$ cat src/rtl/uart_rx_packet_parser_pkg.sv
// Shared types and constants for the UART packet parser and its payload buffer.
package uart_rx_packet_parser_pkg;

  typedef enum logic [2:0] {
    ST_IDLE,
    ST_LEN,
    ST_PAYLOAD,
    ST_CSUM,
    ST_DRAIN
  } state_t;

  localparam logic [7:0] SYNC_BYTE_DEFAULT = 8'hA5;

  // One UART character is start + 8 data + stop bits.
  localparam int BYTE_TIME_BITS = 10;

  function automatic int addr_width(input int depth);
    return (depth > 1) ? $clog2(depth) : 1;
  endfunction

endpackage

$ cat src/rtl/uart_pkt_buf.sv
// Payload store: one synchronous write port, one combinational read port, contents not reset.
// Zero-latency read; no flow control of its own.
module uart_pkt_buf
  import uart_rx_packet_parser_pkg::*;
#(
  parameter int MAX_PAYLOAD = 16,
  parameter int ADDR_W      = addr_width(MAX_PAYLOAD)
) (
  input  logic              i_Clk,
  input  logic              i_We,
  input  logic [ADDR_W-1:0] i_Wr_Addr,
  input  logic [7:0]        i_Wr_Dat,
  input  logic [ADDR_W-1:0] i_Rd_Addr,
  output logic [7:0]        o_Rd_Dat
);

  logic [7:0] r_mem [MAX_PAYLOAD];

  always_ff @(posedge i_Clk) begin
    if (i_We) begin
      r_mem[i_Wr_Addr] <= i_Wr_Dat;
    end
  end

  assign o_Rd_Dat = r_mem[i_Rd_Addr];

endmodule

$ cat src/rtl/uart_rx_packet_parser.sv
// Frames SYNC/LEN/payload/CSUM packets from a UART byte strobe; first payload byte is valid one cycle after CSUM.
// Payload output stalls on i_Byte_Ready; bytes arriving while the payload is being drained are dropped and flagged.
module uart_rx_packet_parser
  import uart_rx_packet_parser_pkg::*;
#(
  parameter int         CLOCKS_PER_BIT = 217,
  parameter int         MAX_PAYLOAD    = 16,
  parameter logic [7:0] SYNC_BYTE      = SYNC_BYTE_DEFAULT,
  parameter int         TIMEOUT_BYTES  = 4
) (
  input  logic       i_Clk,
  input  logic       i_Rst_n,
  input  logic       i_RX_DV,
  input  logic [7:0] i_RX_Byte,
  output logic [7:0] o_Byte,
  output logic       o_Byte_Valid,
  input  logic       i_Byte_Ready,
  output logic       o_Byte_Last,
  output logic       o_Err_Csum,
  output logic       o_Err_Len,
  output logic       o_Err_Timeout,
  output logic       o_Err_Overrun
);

  localparam int              IDX_W     = $clog2(MAX_PAYLOAD + 1);
  localparam int              ADDR_W    = addr_width(MAX_PAYLOAD);
  localparam int              TO_TERM   = TIMEOUT_BYTES * BYTE_TIME_BITS * CLOCKS_PER_BIT - 1;
  localparam int              TO_W      = $clog2(TO_TERM + 1);
  localparam logic [TO_W-1:0] TO_TERM_C = TO_W'(TO_TERM);
  localparam logic [7:0]      MAX_LEN   = 8'(MAX_PAYLOAD);

  state_t            r_state;
  logic [7:0]        r_sum;
  logic [IDX_W-1:0]  r_idx;
  logic [IDX_W-1:0]  r_rd_idx;
  logic [IDX_W-1:0]  r_last_idx;
  logic [TO_W-1:0]   r_to_cnt;

  logic              w_len_ok;
  logic              w_to_active;
  logic              w_to_fire;
  logic              w_xfer;
  logic              w_we;
  logic [ADDR_W-1:0] w_rd_addr;
  logic [7:0]        w_rd_dat;

  assign w_len_ok    = (i_RX_Byte != 8'd0) && (i_RX_Byte <= MAX_LEN);
  assign w_to_active = (r_state == ST_LEN) || (r_state == ST_PAYLOAD) || (r_state == ST_CSUM);
  // A byte landing on the terminal count wins over the timeout.
  assign w_to_fire   = w_to_active && !i_RX_DV && (r_to_cnt == TO_TERM_C);
  assign w_xfer      = o_Byte_Valid && i_Byte_Ready;
  assign w_we        = (r_state == ST_PAYLOAD) && i_RX_DV;

  // In CSUM the first entry is prefetched; while draining, the entry after the one on o_Byte.
  assign w_rd_addr = (r_state == ST_DRAIN) ? (r_rd_idx[ADDR_W-1:0] + ADDR_W'(1)) : '0;

  uart_pkt_buf #(
    .MAX_PAYLOAD (MAX_PAYLOAD),
    .ADDR_W      (ADDR_W)
  ) u_buf (
    .i_Clk     (i_Clk),
    .i_We      (w_we),
    .i_Wr_Addr (r_idx[ADDR_W-1:0]),
    .i_Wr_Dat  (i_RX_Byte),
    .i_Rd_Addr (w_rd_addr),
    .o_Rd_Dat  (w_rd_dat)
  );

  always_ff @(posedge i_Clk or negedge i_Rst_n) begin
    if (!i_Rst_n) begin
      r_state       <= ST_IDLE;
      r_sum         <= '0;
      r_idx         <= '0;
      r_rd_idx      <= '0;
      r_last_idx    <= '0;
      r_to_cnt      <= '0;
      o_Byte        <= '0;
      o_Byte_Valid  <= 1'b0;
      o_Byte_Last   <= 1'b0;
      o_Err_Csum    <= 1'b0;
      o_Err_Len     <= 1'b0;
      o_Err_Timeout <= 1'b0;
      o_Err_Overrun <= 1'b0;
    end else begin
      o_Err_Csum    <= 1'b0;
      o_Err_Len     <= 1'b0;
      o_Err_Timeout <= 1'b0;
      o_Err_Overrun <= 1'b0;

      if (i_RX_DV || !w_to_active || w_to_fire) begin
        r_to_cnt <= '0;
      end else begin
        r_to_cnt <= r_to_cnt + TO_W'(1);
      end

      case (r_state)
        ST_IDLE: begin
          if (i_RX_DV && (i_RX_Byte == SYNC_BYTE)) begin
            r_state <= ST_LEN;
          end
        end

        ST_LEN: begin
          if (i_RX_DV) begin
            if (w_len_ok) begin
              r_sum      <= i_RX_Byte;
              r_idx      <= '0;
              r_last_idx <= IDX_W'(i_RX_Byte - 8'd1);
              r_state    <= ST_PAYLOAD;
            end else begin
              o_Err_Len <= 1'b1;
              r_state   <= ST_IDLE;
            end
          end else if (w_to_fire) begin
            o_Err_Timeout <= 1'b1;
            r_state       <= ST_IDLE;
          end
        end

        ST_PAYLOAD: begin
          if (i_RX_DV) begin
            r_sum <= r_sum + i_RX_Byte;
            r_idx <= r_idx + IDX_W'(1);
            if (r_idx == r_last_idx) begin
              r_state <= ST_CSUM;
            end
          end else if (w_to_fire) begin
            o_Err_Timeout <= 1'b1;
            r_state       <= ST_IDLE;
          end
        end

        ST_CSUM: begin
          if (i_RX_DV) begin
            if (i_RX_Byte == r_sum) begin
              r_rd_idx     <= '0;
              o_Byte       <= w_rd_dat;
              o_Byte_Last  <= (r_last_idx == '0);
              o_Byte_Valid <= 1'b1;
              r_state      <= ST_DRAIN;
            end else begin
              o_Err_Csum <= 1'b1;
              r_state    <= ST_IDLE;
            end
          end else if (w_to_fire) begin
            o_Err_Timeout <= 1'b1;
            r_state       <= ST_IDLE;
          end
        end

        ST_DRAIN: begin
          if (i_RX_DV) begin
            o_Err_Overrun <= 1'b1;
          end
          if (w_xfer) begin
            if (o_Byte_Last) begin
              o_Byte_Valid <= 1'b0;
              o_Byte_Last  <= 1'b0;
              o_Byte       <= '0;
              r_state      <= ST_IDLE;
            end else begin
              r_rd_idx    <= r_rd_idx + IDX_W'(1);
              o_Byte      <= w_rd_dat;
              o_Byte_Last <= ((r_rd_idx + IDX_W'(1)) == r_last_idx);
            end
          end
        end

        default: begin
          r_state <= ST_IDLE;
        end
      endcase
    end
  end

endmodule

$ cat config.mk
export PLATFORM = sky130hd
export DESIGN_NAME = uart_rx_packet_parser
export DESIGN_NICKNAME = d
export VERILOG_FILES = /design/src/rtl/uart_rx_packet_parser_pkg.sv /design/src/rtl/uart_pkt_buf.sv /design/src/rtl/uart_rx_packet_parser.sv
export SDC_FILE = /design/constraint.sdc
export NUM_CORES = 1
export LEC_CHECK = 0
export CAP_MARGIN = 20
export CORE_MARGIN = 1.5
export CORE_UTILIZATION = 61
export DETAILED_ROUTE_END_ITERATION = 8
export PLACE_DENSITY = 0.84
export SYNTH_ARGS = -nofsm -noshare
export SYNTH_HDL_FRONTEND = slang
export SYNTH_SLANG_ARGS = --single-unit
$ cat constraint.sdc
create_clock -name i_Clk -period 2.88 [get_ports i_Clk]
set_input_delay 0.576 -clock i_Clk [delete_from_list [all_inputs] [get_ports i_Clk]]
set_output_delay 0.576 -clock i_Clk [all_outputs]
set_load 0.05 [all_outputs]
==> flow_metrics.tcl, run 1 <==
set metrics [dict create \
    status "finished clean" \
    postCtsHoldBufs 0 \
    die_h_um 118 \
    fin_crit_sh 0.958 \
    worst_setup_path_start_kind "register" \
    rsz0062_at_grt "false" \
    power.leakage_uw 0.00355 \
    chipWidth_um 118 \
    postSynth.asyncResetShare 0.297 \
    power_density_mw_per_mm2 590 \
    cp-startpoint "r_state[0]$_DFFE_PN0P_" \
    cts_num_sinks 182 \
    yosys-top-cells-area "edfxtp_1 (47%), dfrtp_1 (17%), nand2_1 (2.8%)" \
    num_rows 41 \
    power_uw 5570 \
    setup-violations-final 0 \
    place_area_mm2 0.00881 \
    clock_skew_ps 9.96 \
    viasPerCell 6.49 \
    place_hpwl_um 13600 \
    crit_end "o_Byte[0]$_DFFE_PN0P_" \
    synth.most_common_cell "edfxtp_1" \
    vias 5782 \
    crit_arrival_ps 3090 \
    max_slew.worst_pin.slew_ps 879 \
    setup_slack_ps 120 \
    grt_antenna_before_repair 0 \
    reg2reg_depth 6 \
    final_max_slew_viol_count 0 \
    post_cts_buffers 0 \
    r2r_slack_ps 120 \
    grt_overflow 0 \
    place.gp.congestion 0.920 \
    r2r-start "r_state[0]$_DFFE_PN0P_" \
    vdd_ir_drop_max_v 0.000398 \
    crit_path_end_kind "register" \
    syn_area_per_cell_um2 12.6 \
    grt_pass1_wl_um 31400 \
    initial_utilization 0.635 \
    ys_ff_latch 182 \
    ys.flop_type "edfxtp_1" \
    clk_latency_ps 430 \
    grt_use_total 0.301 \
    ys_seq_area_frac 0.641 \
    period_needed_ps 2760 \
    ys_warn_count 0 \
    wl_per_cell_um 23.1 \
    synth_edf_count 128 \
    dr.first_iter.drc_count 672 \
    r2r_end "o_Byte[0]$_DFFE_PN0P_" \
    cts_root_buffer "clkbuf_16" \
    drv_cap 0 \
    drt-pass1-iter-count 6 \
    diodes 0 \
    drc 0 \
    min-delay-path-class "in -> async" \
    ys_top_cells_by_count "edfxtp_1 (128), nand2_1 (60), dfrtp_1 (54), nor2_1 (48), a21oi_1 (32)" \
    finalWirelength_um 20600 \
    path_max_fanout 16 \
    cts_made_buffers 17 \
    fin_area_mm2 0.00943 \
    grt_max_degree 41 \
    final_core_util 0.738 \
    syn2layout_area_growth_pct 16.3 \
    yosys.area.top_type "edfxtp_1" \
    synth_nets 672 \
    report.final.hold_viol_count 0 \
    required_ps 3210 \
    cts-resized-gates 0 \
    design.portCount 26 \
    clockBufferDepth 2 \
    place_ws_ps -71.6 \
    dieArea_mm2 0.0140 \
    io_buffers 25 \
    path_clk_slew_ps 70 \
    ctsHtreeMaxLevel 4 \
    cts_tree "yes" \
    grt_pass1_vias 5751 \
    synth_top_area_share 0.474 \
    max_freq_ghz 0.362 \
    slew_headroom 0.413 \
    core_mm2 0.0128 \
    final_nets 735 \
    postRouteAntennaNets 0 \
    drive_above_1_share 0.128 \
    criticalPathCategory "reg -> reg" \
    synth_cells 643 \
    yosysUniqueCellTypes 63 \
    synth_area_mm2 0.00811 \
]
[metrics by stage]
stage	TNS, ps	hold slack, ps	cells
2_1_floorplan	0	280	643
3_3_place_gp	-8.49	445	859
3_5_place_dp	-393	459	859
4_1_cts	0	88.9	891
5_1_grt	0	101	891
6_report	0	86.4	891
[registers in the layout, summed over array words and instances, names as in the netlist, 3 cells and up]
signal       flops
r_idx            5
r_rd_idx         5
r_state          3
u_buf.r_mem    128
r_last_idx       5
r_to_cnt        14
r_sum            8
o_Byte           8
[routing by layer]
layer / track usage / share of wire / vias up
met4: 0.138 / 0.036 / 0
met5: 0 / 0 / -
met2: 0.495 / 0.50 / 369
met1: 0.387 / 0.37 / 2809
li1: - / - / 2538
met3: 0.0637 / 0.099 / 66
[worst min-delay path by stage]
| stage | cells after the start | end | from | slack, ps |
|---|---|---|---|---|
| floorplan | 0 | o_Byte[0]$_DFFE_PN0P_ | i_Rst_n | 280 |
| global placement | 1 | r_to_cnt[0]$_DFF_PN0_ | r_to_cnt[0]$_DFF_PN0_ | 440 |
| detailed placement | 1 | r_to_cnt[0]$_DFF_PN0_ | r_to_cnt[0]$_DFF_PN0_ | 460 |
| CTS | 1 | r_to_cnt[5]$_DFF_PN0_ | i_Rst_n | 90 |
| global route | 1 | r_to_cnt[5]$_DFF_PN0_ | i_Rst_n | 100 |
| finish | 1 | r_to_cnt[5]$_DFF_PN0_ | i_Rst_n | 90 |
[logic make-up (layout without fill, tap and decap cells)]
logic type	after synthesis	in the layout	share of synthesized area
simple gates	185	185	0.113
mux	21	21	0.0281
compound gates	151	151	0.123
buf+inv	50	126	0.0273
flops	182	182	0.641
fa+ha+maj	17	17	0.0272
xor+xnor	37	37	0.0400
[cell type report]
cell class	count	area (µm²)
Fill cell	755	3340
Inverter	15	56.3
Sequential cell	182	5190
Clock inverter	11	173
Multi-Input combinational cell	411	2690
Timing Repair Buffer	79	651
Clock buffer	21	450
Tap cell	172	215
[placed cells by master, fill, tap and decap left out, types with 15 or more instances in the layout]
master,n
mux2i_1,19
clkdlybuf4s50_1,24
ha_1,16
nor2_1,48
clkbuf_16,17
edfxtp_1,128
nand3_1,17
xnor2_1,15
xor2_1,22
dfrtp_1,54
inv_1,15
buf_4,54
a21oi_1,32
nand2_1,60
o21ai_0,28
[worst max-delay path: stages (launching register included)]
cell     delay (ps)
dfrtp_1         570
or3b_1          750
o21ai_1         340
nand2_1          90
nor2_1          480
a32oi_1         240
o21ai_1         190
[report_power, final]
group | internal (µW) | switching [µW] | leakage, µW | total [µW]
combinational | 109 | 164 | 0.00137 | 273
sequential | 2830 | 20.2 | 0.00187 | 2850
clock | 1480 | 968 | 0.000303 | 2450
Note: power is estimated with default switching activity, not from simulation.
==> run 2, diff against run 1 <==
- CORE_MARGIN: 1.5 -> not set
==> run 2 against run 1 <==
Routed wire length decreased by 0.96%. Utilization is 0.55 points lower. First-iteration DRC count grew 20%. Clock skew decreased by 1.8 ps. Sequential cell count unchanged. Non-clock buffer count did not move. Count of clock-buffer cells in the layout up 1. Via count up 0.10%. Critical path depth up 2. Die area is 1.7% lower. Register-to-register slack better by 220 ps. Clock power down 11%.
==> flow_metrics.tcl, run 2 (synthesis results as in run 1) <==
set metrics [dict create \
    finalWirelength_um 20400 \
    cp.depth 8 \
    grt_max_degree 55 \
    min-delay-path-class "in -> async" \
    drc 0 \
    vdd_ir_drop_max_v 0.000384 \
    seq_power_share 0.537 \
    pwr-share-clk 0.413 \
    grt_pass1_vias 5774 \
    rsz0062_at_grt "false" \
    chipWidth_um 117 \
    critPathBufInv 1 \
    cts_made_buffers 17 \
    syn2layout_area_growth_pct 15.5 \
    crit_end "o_Byte[7]$_DFFE_PN0P_" \
    dr.first_iter.drc_count 808 \
    grt_use_total 0.323 \
    drv_cap 0 \
    p_int_uw 4180 \
    max_freq_ghz 0.392 \
    clk_latency_ps 440 \
    io_buffers 25 \
    crit_family "simple AND/OR/NAND/NOR gates" \
    comb_power_share 0.050 \
    initial_utilization 0.635 \
    grt_antenna_before_repair 0 \
    postRouteAntennaNets 0 \
    max_slew.worst_pin.slew_ps 879 \
    place_ws_ps -56.7 \
    cts-resized-gates 0 \
    reg2reg_depth 8 \
    netSwitchingFraction 0.212 \
    drive_above_1_share 0.128 \
    grt_pass1_wl_um 31700 \
    viasPerCell 6.50 \
    final_cell_mix "edfxtp_1 (128), nand2_1 (60), dfrtp_1 (54), buf_4 (54), nor2_1 (48)" \
    final_common_cell "edfxtp_1" \
    crit_arrival_ps 2900 \
    power_uw 5310 \
    die_h_um 117 \
    post_cts_buffers 0 \
    period_needed_ps 2550 \
    criticalPathCategory "in -> reg" \
    cpMaxStageDelayCell "clkdlybuf4s50_1" \
    report.final.hold_viol_count 0 \
    drt-pass1-iter-count 5 \
    r2r-start "r_rd_idx[0]$_DFFE_PN0P_" \
    grt_overflow 0 \
    cts_num_sinks 182 \
    cp-startpoint "i_RX_Byte[1]" \
    path_max_fanout 8 \
    diodes 0 \
    setup_slack_ps 330 \
    fin_crit_sh 0.886 \
    top_regs "u_buf.r_mem: 128 flops, r_to_cnt: 14 flops" \
    slew_headroom 0.413 \
    setup-violations-final 0 \
    largest_register_ffs 128 \
    cts_tree "yes" \
    r2r_end "o_Byte[5]$_DFFE_PN0P_" \
    path_clk_slew_ps 60 \
    dieArea_mm2 0.0138 \
    crit_chain "clkdlybuf4s50_1, ha_1, nor4_1, and3_1, a21o_1, and2_1, o21ai_2, o221ai_1" \
    power.leakage_uw 0.00351 \
    wl_per_cell_um 22.9 \
    worst_setup_path_start_kind "input port" \
    core_mm2 0.0128 \
    clock_skew_ps 8.21 \
    crit_path_end_kind "register" \
    cts_root_buffer "clkbuf_16" \
    place.gp.congestion 0.992 \
    postCtsHoldBufs 0 \
    clockBufferDepth 2 \
    num_rows 41 \
    power_density_mw_per_mm2 567 \
    final_nets 735 \
    slowest_delay_ps 630 \
    status "finished clean" \
    final_max_slew_viol_count 0 \
    place_hpwl_um 13400 \
    required_ps 3230 \
    ctsHtreeMaxLevel 4 \
    r2r_slack_ps 340 \
    top_register "u_buf.r_mem" \
    power.net_switching_uw 1130 \
    design.portCount 26 \
    vias 5788 \
]
## run 2: cell count changes in the layout (fill, tap and decap cells not counted)
cell	change
clkinv_4	-3
clkinvlp_4	+1
bufinv_16	-3
clkbuf_1	-1
clkbuf_8	+2
clkinv_1	+1
clkinv_2	+4
inv_6	-1
## run 2: how the worst min path moves through the flow
stage	from	endpoint	slack (ps)
2_1_floorplan	i_Rst_n	o_Byte[0]$_DFFE_PN0P_	280
3_3_place_gp	r_to_cnt[0]$_DFF_PN0_	r_to_cnt[0]$_DFF_PN0_	460
3_5_place_dp	r_sum[3]$_DFFE_PN0P_	r_sum[3]$_DFFE_PN0P_	470
4_1_cts	i_Rst_n	r_idx[3]$_DFFE_PN0P_	300
5_1_grt	i_Rst_n	r_state[0]$_DFFE_PN0P_	350
6_report	i_Rst_n	r_state[0]$_DFFE_PN0P_	290
## run 2: final cells by class
| cell class | count | area [µm²] |
|---|---|---|
| multi-input combinational | 411 | 2690 |
| clock inverter | 10 | 78.8 |
| fill | 772 | 3410 |
| tap | 172 | 215 |
| clock buffer | 22 | 474 |
| inverter | 15 | 56.3 |
| sequential | 182 | 5190 |
| timing repair buffer | 79 | 651 |
## run 2: metrics by stage
step	utilization	hold WS (ps)	setup TNS [ps]	instances	area (µm²)
2_1_floorplan	-	280	0	643	8110
3_3_place_gp	0.690	463	0	859	8810
3_5_place_dp	0.690	475	-252	859	8810
4_1_cts	0.733	302	0	891	9360
5_1_grt	0.733	349	0	891	9360
6_report	0.733	289	0	891	9360
## run 2: power by group through the flow
stage | Combinational [µW] | Clock, µW | Sequential (µW)
finish | 267 | 2190 | 2850
global route | 296 | 2300 | 2850
CTS | 266 | 2190 | 2850
detailed placement | 263 | 0 | 2900
global placement | 252 | 0 | 2900
floorplan | 138 | 0 | 2900
## run 2: worst register-to-register path, delay by kind of cell (launching register included)
family / cells / cell delay [ps]
flops: 1 / 480
compound gates: 4 / 780
buf+inv: 2 / 620
simple gates: 1 / 190
fa+ha+maj: 1 / 340
## run 2: routing by layer
| layer | vias up | wire, µm | global-route usage |
|---|---|---|---|
| met5 | - | 0 | 0 |
| met4 | 0 | 427 | 0.116 |
| met3 | 39 | 1910 | 0.0778 |
| met2 | 326 | 9840 | 0.519 |
| met1 | 2884 | 8180 | 0.434 |
| li1 | 2539 | - | - |
==> run 3, diff against run 2 <==
- CELL_PAD_IN_SITES_DETAIL_PLACEMENT: not set -> 1
- CELL_PAD_IN_SITES_GLOBAL_PLACEMENT: not set -> 2
- CORE_UTILIZATION: 61 -> 45
- CTS_BUF_LIST: not set -> sky130_fd_sc_hd__clkbuf_4 sky130_fd_sc_hd__clkbuf_8
- PLACE_DENSITY: 0.84 -> 0.87
==> run 3 against run 2 <==
Setup slack worse by 41 ps. Register-to-register slack worse by 50 ps. Non-clock buffer count up 8. Critical path type is now reg -> reg. Routed wire length up 12%. Critical endpoint is now o_Byte[5]$_DFFE_PN0P_. Maximum frequency down 1.6%. Total power down 9.6%. Clock power down 24%. Largest power group unchanged. Cell count up 6.8%. Design area down 0.55%.
==> flow_metrics.tcl, run 3 (synthesis results as in run 1) <==
set metrics [dict create \
    r2r_slack_ps 290 \
    max_freq_ghz 0.386 \
    wl_per_cell_um 23.9 \
    clockBufferDepth 2 \
    grt_pass1_vias 6021 \
    worst_setup_path_start_kind "register" \
    r2r-start "r_rd_idx[0]$_DFFE_PN0P_" \
    path_max_fanout 40 \
    required_ps 3280 \
    max_slew.worst_pin.slew_ps 747 \
    rsz0062_at_grt "false" \
    drv_cap 0 \
    core_mm2 0.0174 \
    chipWidth_um 136 \
    crit_chain "ha_1, buf_4, nand2_1, buf_4, o22ai_1, a211oi_1, a21oi_1, o21ai_1" \
    drive_above_1_share 0.142 \
    power.leakage_uw 0.00347 \
    initial_utilization 0.466 \
    grt_overflow 0 \
    cts_made_buffers 17 \
    largest_register_ffs 128 \
    setup-violations-final 0 \
    io_buffers 25 \
    grt_antenna_before_repair 0 \
    slowest_delay_ps 600 \
    num_rows 48 \
    place_hpwl_um 16000 \
    place_area_mm2 0.00893 \
    status "finished clean" \
    drt-pass1-iter-count 5 \
    postCtsHoldBufs 0 \
    clk_latency_ps 470 \
    cts_tree "yes" \
    finalWirelength_um 22800 \
    place.gp.congestion 0.821 \
    final_max_slew_viol_count 0 \
    reg2reg_depth 8 \
    top_regs "u_buf.r_mem: 128 flops, r_to_cnt: 14 flops" \
    nFillCells 1780 \
    power_uw 4800 \
    post_cts_buffers 0 \
    cts_num_sinks 182 \
    postRouteAntennaNets 0 \
    viasPerCell 6.02 \
    final_nets 743 \
    syn2layout_area_growth_pct 14.8 \
    period_needed_ps 2590 \
    grt_use_total 0.264 \
    report.final.hold_viol_count 0 \
    dr.first_iter.drc_count 465 \
    criticalPathCategory "reg -> reg" \
    fin_area_mm2 0.00931 \
    diodes 0 \
    min-delay-path-class "in -> async" \
    vias 5729 \
    drc 0 \
    r2r_end "o_Byte[5]$_DFFE_PN0P_" \
    dieArea_mm2 0.0186 \
    fin_crit_sh 0.900 \
    vdd_ir_drop_max_v 0.000309 \
    design.portCount 26 \
    grt_max_degree 55 \
    ctsHtreeMaxLevel 4 \
    final_cell_mix "edfxtp_1 (128), buf_4 (62), nand2_1 (60)" \
    path_clk_slew_ps 100 \
    clock_skew_ps 12.1 \
    cpMaxStageDelayCell "dfrtp_1" \
    grt_pass1_wl_um 35000 \
    crit_path_end_kind "register" \
    path_common_cell "buf_4" \
    cts-resized-gates 0 \
    slew_headroom 0.502 \
    die_h_um 136 \
    top_register "u_buf.r_mem" \
    crit_arrival_ps 2990 \
    power_density_mw_per_mm2 515 \
    cts_root_buffer "clkbuf_8" \
    final_common_cell "edfxtp_1" \
]
run 3: cell count changes in the layout (fill, tap and decap cells not counted), moves of 3 or more:
cell and delta:
inv_8 +3, inv_6 +4, clkbuf_16 -17, clkbuf_8 +14
buf_4 +8, clkinv_2 -3
run 3: final cells by class:
| type | instances | area, µm² | share of cell area |
|---|---|---|---|
| Inverter | 15 | 56.3 | 0.00605 |
| Multi-Input combinational cell | 411 | 2690 | 0.289 |
| Sequential cell | 182 | 5190 | 0.558 |
| Clock buffer | 17 | 234 | 0.0251 |
| Clock inverter | 15 | 141 | 0.0152 |
| Tap cell | 225 | 282 | 0.0302 |
| Timing Repair Buffer | 87 | 711 | 0.0763 |
run 3: through the flow:
| step | cells | util | hold slack (ps) | worst slack [ps] | setup TNS (ps) |
|---|---|---|---|---|---|
| floorplan | 643 | - | 280 | 545 | 0 |
| global placement | 920 | 0.513 | 448 | -39.5 | -41.5 |
| detailed placement | 920 | 0.513 | 461 | -112 | -953 |
| CTS | 952 | 0.535 | 245 | 288 | 0 |
| global route | 952 | 0.535 | 275 | 135 | 0 |
| finish | 952 | 0.535 | 244 | 288 | 0 |
run 3: worst max-delay path, delay by kind of cell (launching register included):
family / cells / cell delay (ps)
fa+ha+maj: 1 / 340
compound gates: 4 / 890
flops: 1 / 600
simple gates: 1 / 120
buf+inv: 2 / 570
run 3: worst max-delay path by stage:
stage	start	end	slack (ps)	cells past startpoint
floorplan	i_RX_DV	u_buf.r_mem[3][0]$_DFFE_PP_	540	5
global placement	i_RX_Byte[0]	r_sum[6]$_DFFE_PN0P_	-40	11
detailed placement	i_RX_Byte[0]	o_Byte[0]$_DFFE_PN0P_	-110	9
CTS	r_rd_idx[0]$_DFFE_PN0P_	o_Byte[4]$_DFFE_PN0P_	290	7
global route	r_rd_idx[0]$_DFFE_PN0P_	o_Byte[4]$_DFFE_PN0P_	140	7
finish	r_rd_idx[0]$_DFFE_PN0P_	o_Byte[5]$_DFFE_PN0P_	290	8
run 3: metal layers:
layer | vias to the layer above | track usage | share of wire
li1 | 2542 | - | -
met1 | 2989 | 0.328 | 0.41
met2 | 162 | 0.458 | 0.51
met3 | 36 | 0.0451 | 0.047
met4 | 0 | 0.0988 | 0.027
met5 | - | 0 | 0
run 3: power by group:
| part | internal, µW | leakage, µW | switching, µW |
|---|---|---|---|
| combinational | 117 | 0.00141 | 171 |
| clock | 636 | 0.000194 | 1030 |
| sequential | 2820 | 0.00187 | 22.2 |
| total | 3580 | 0.00347 | 1220 |
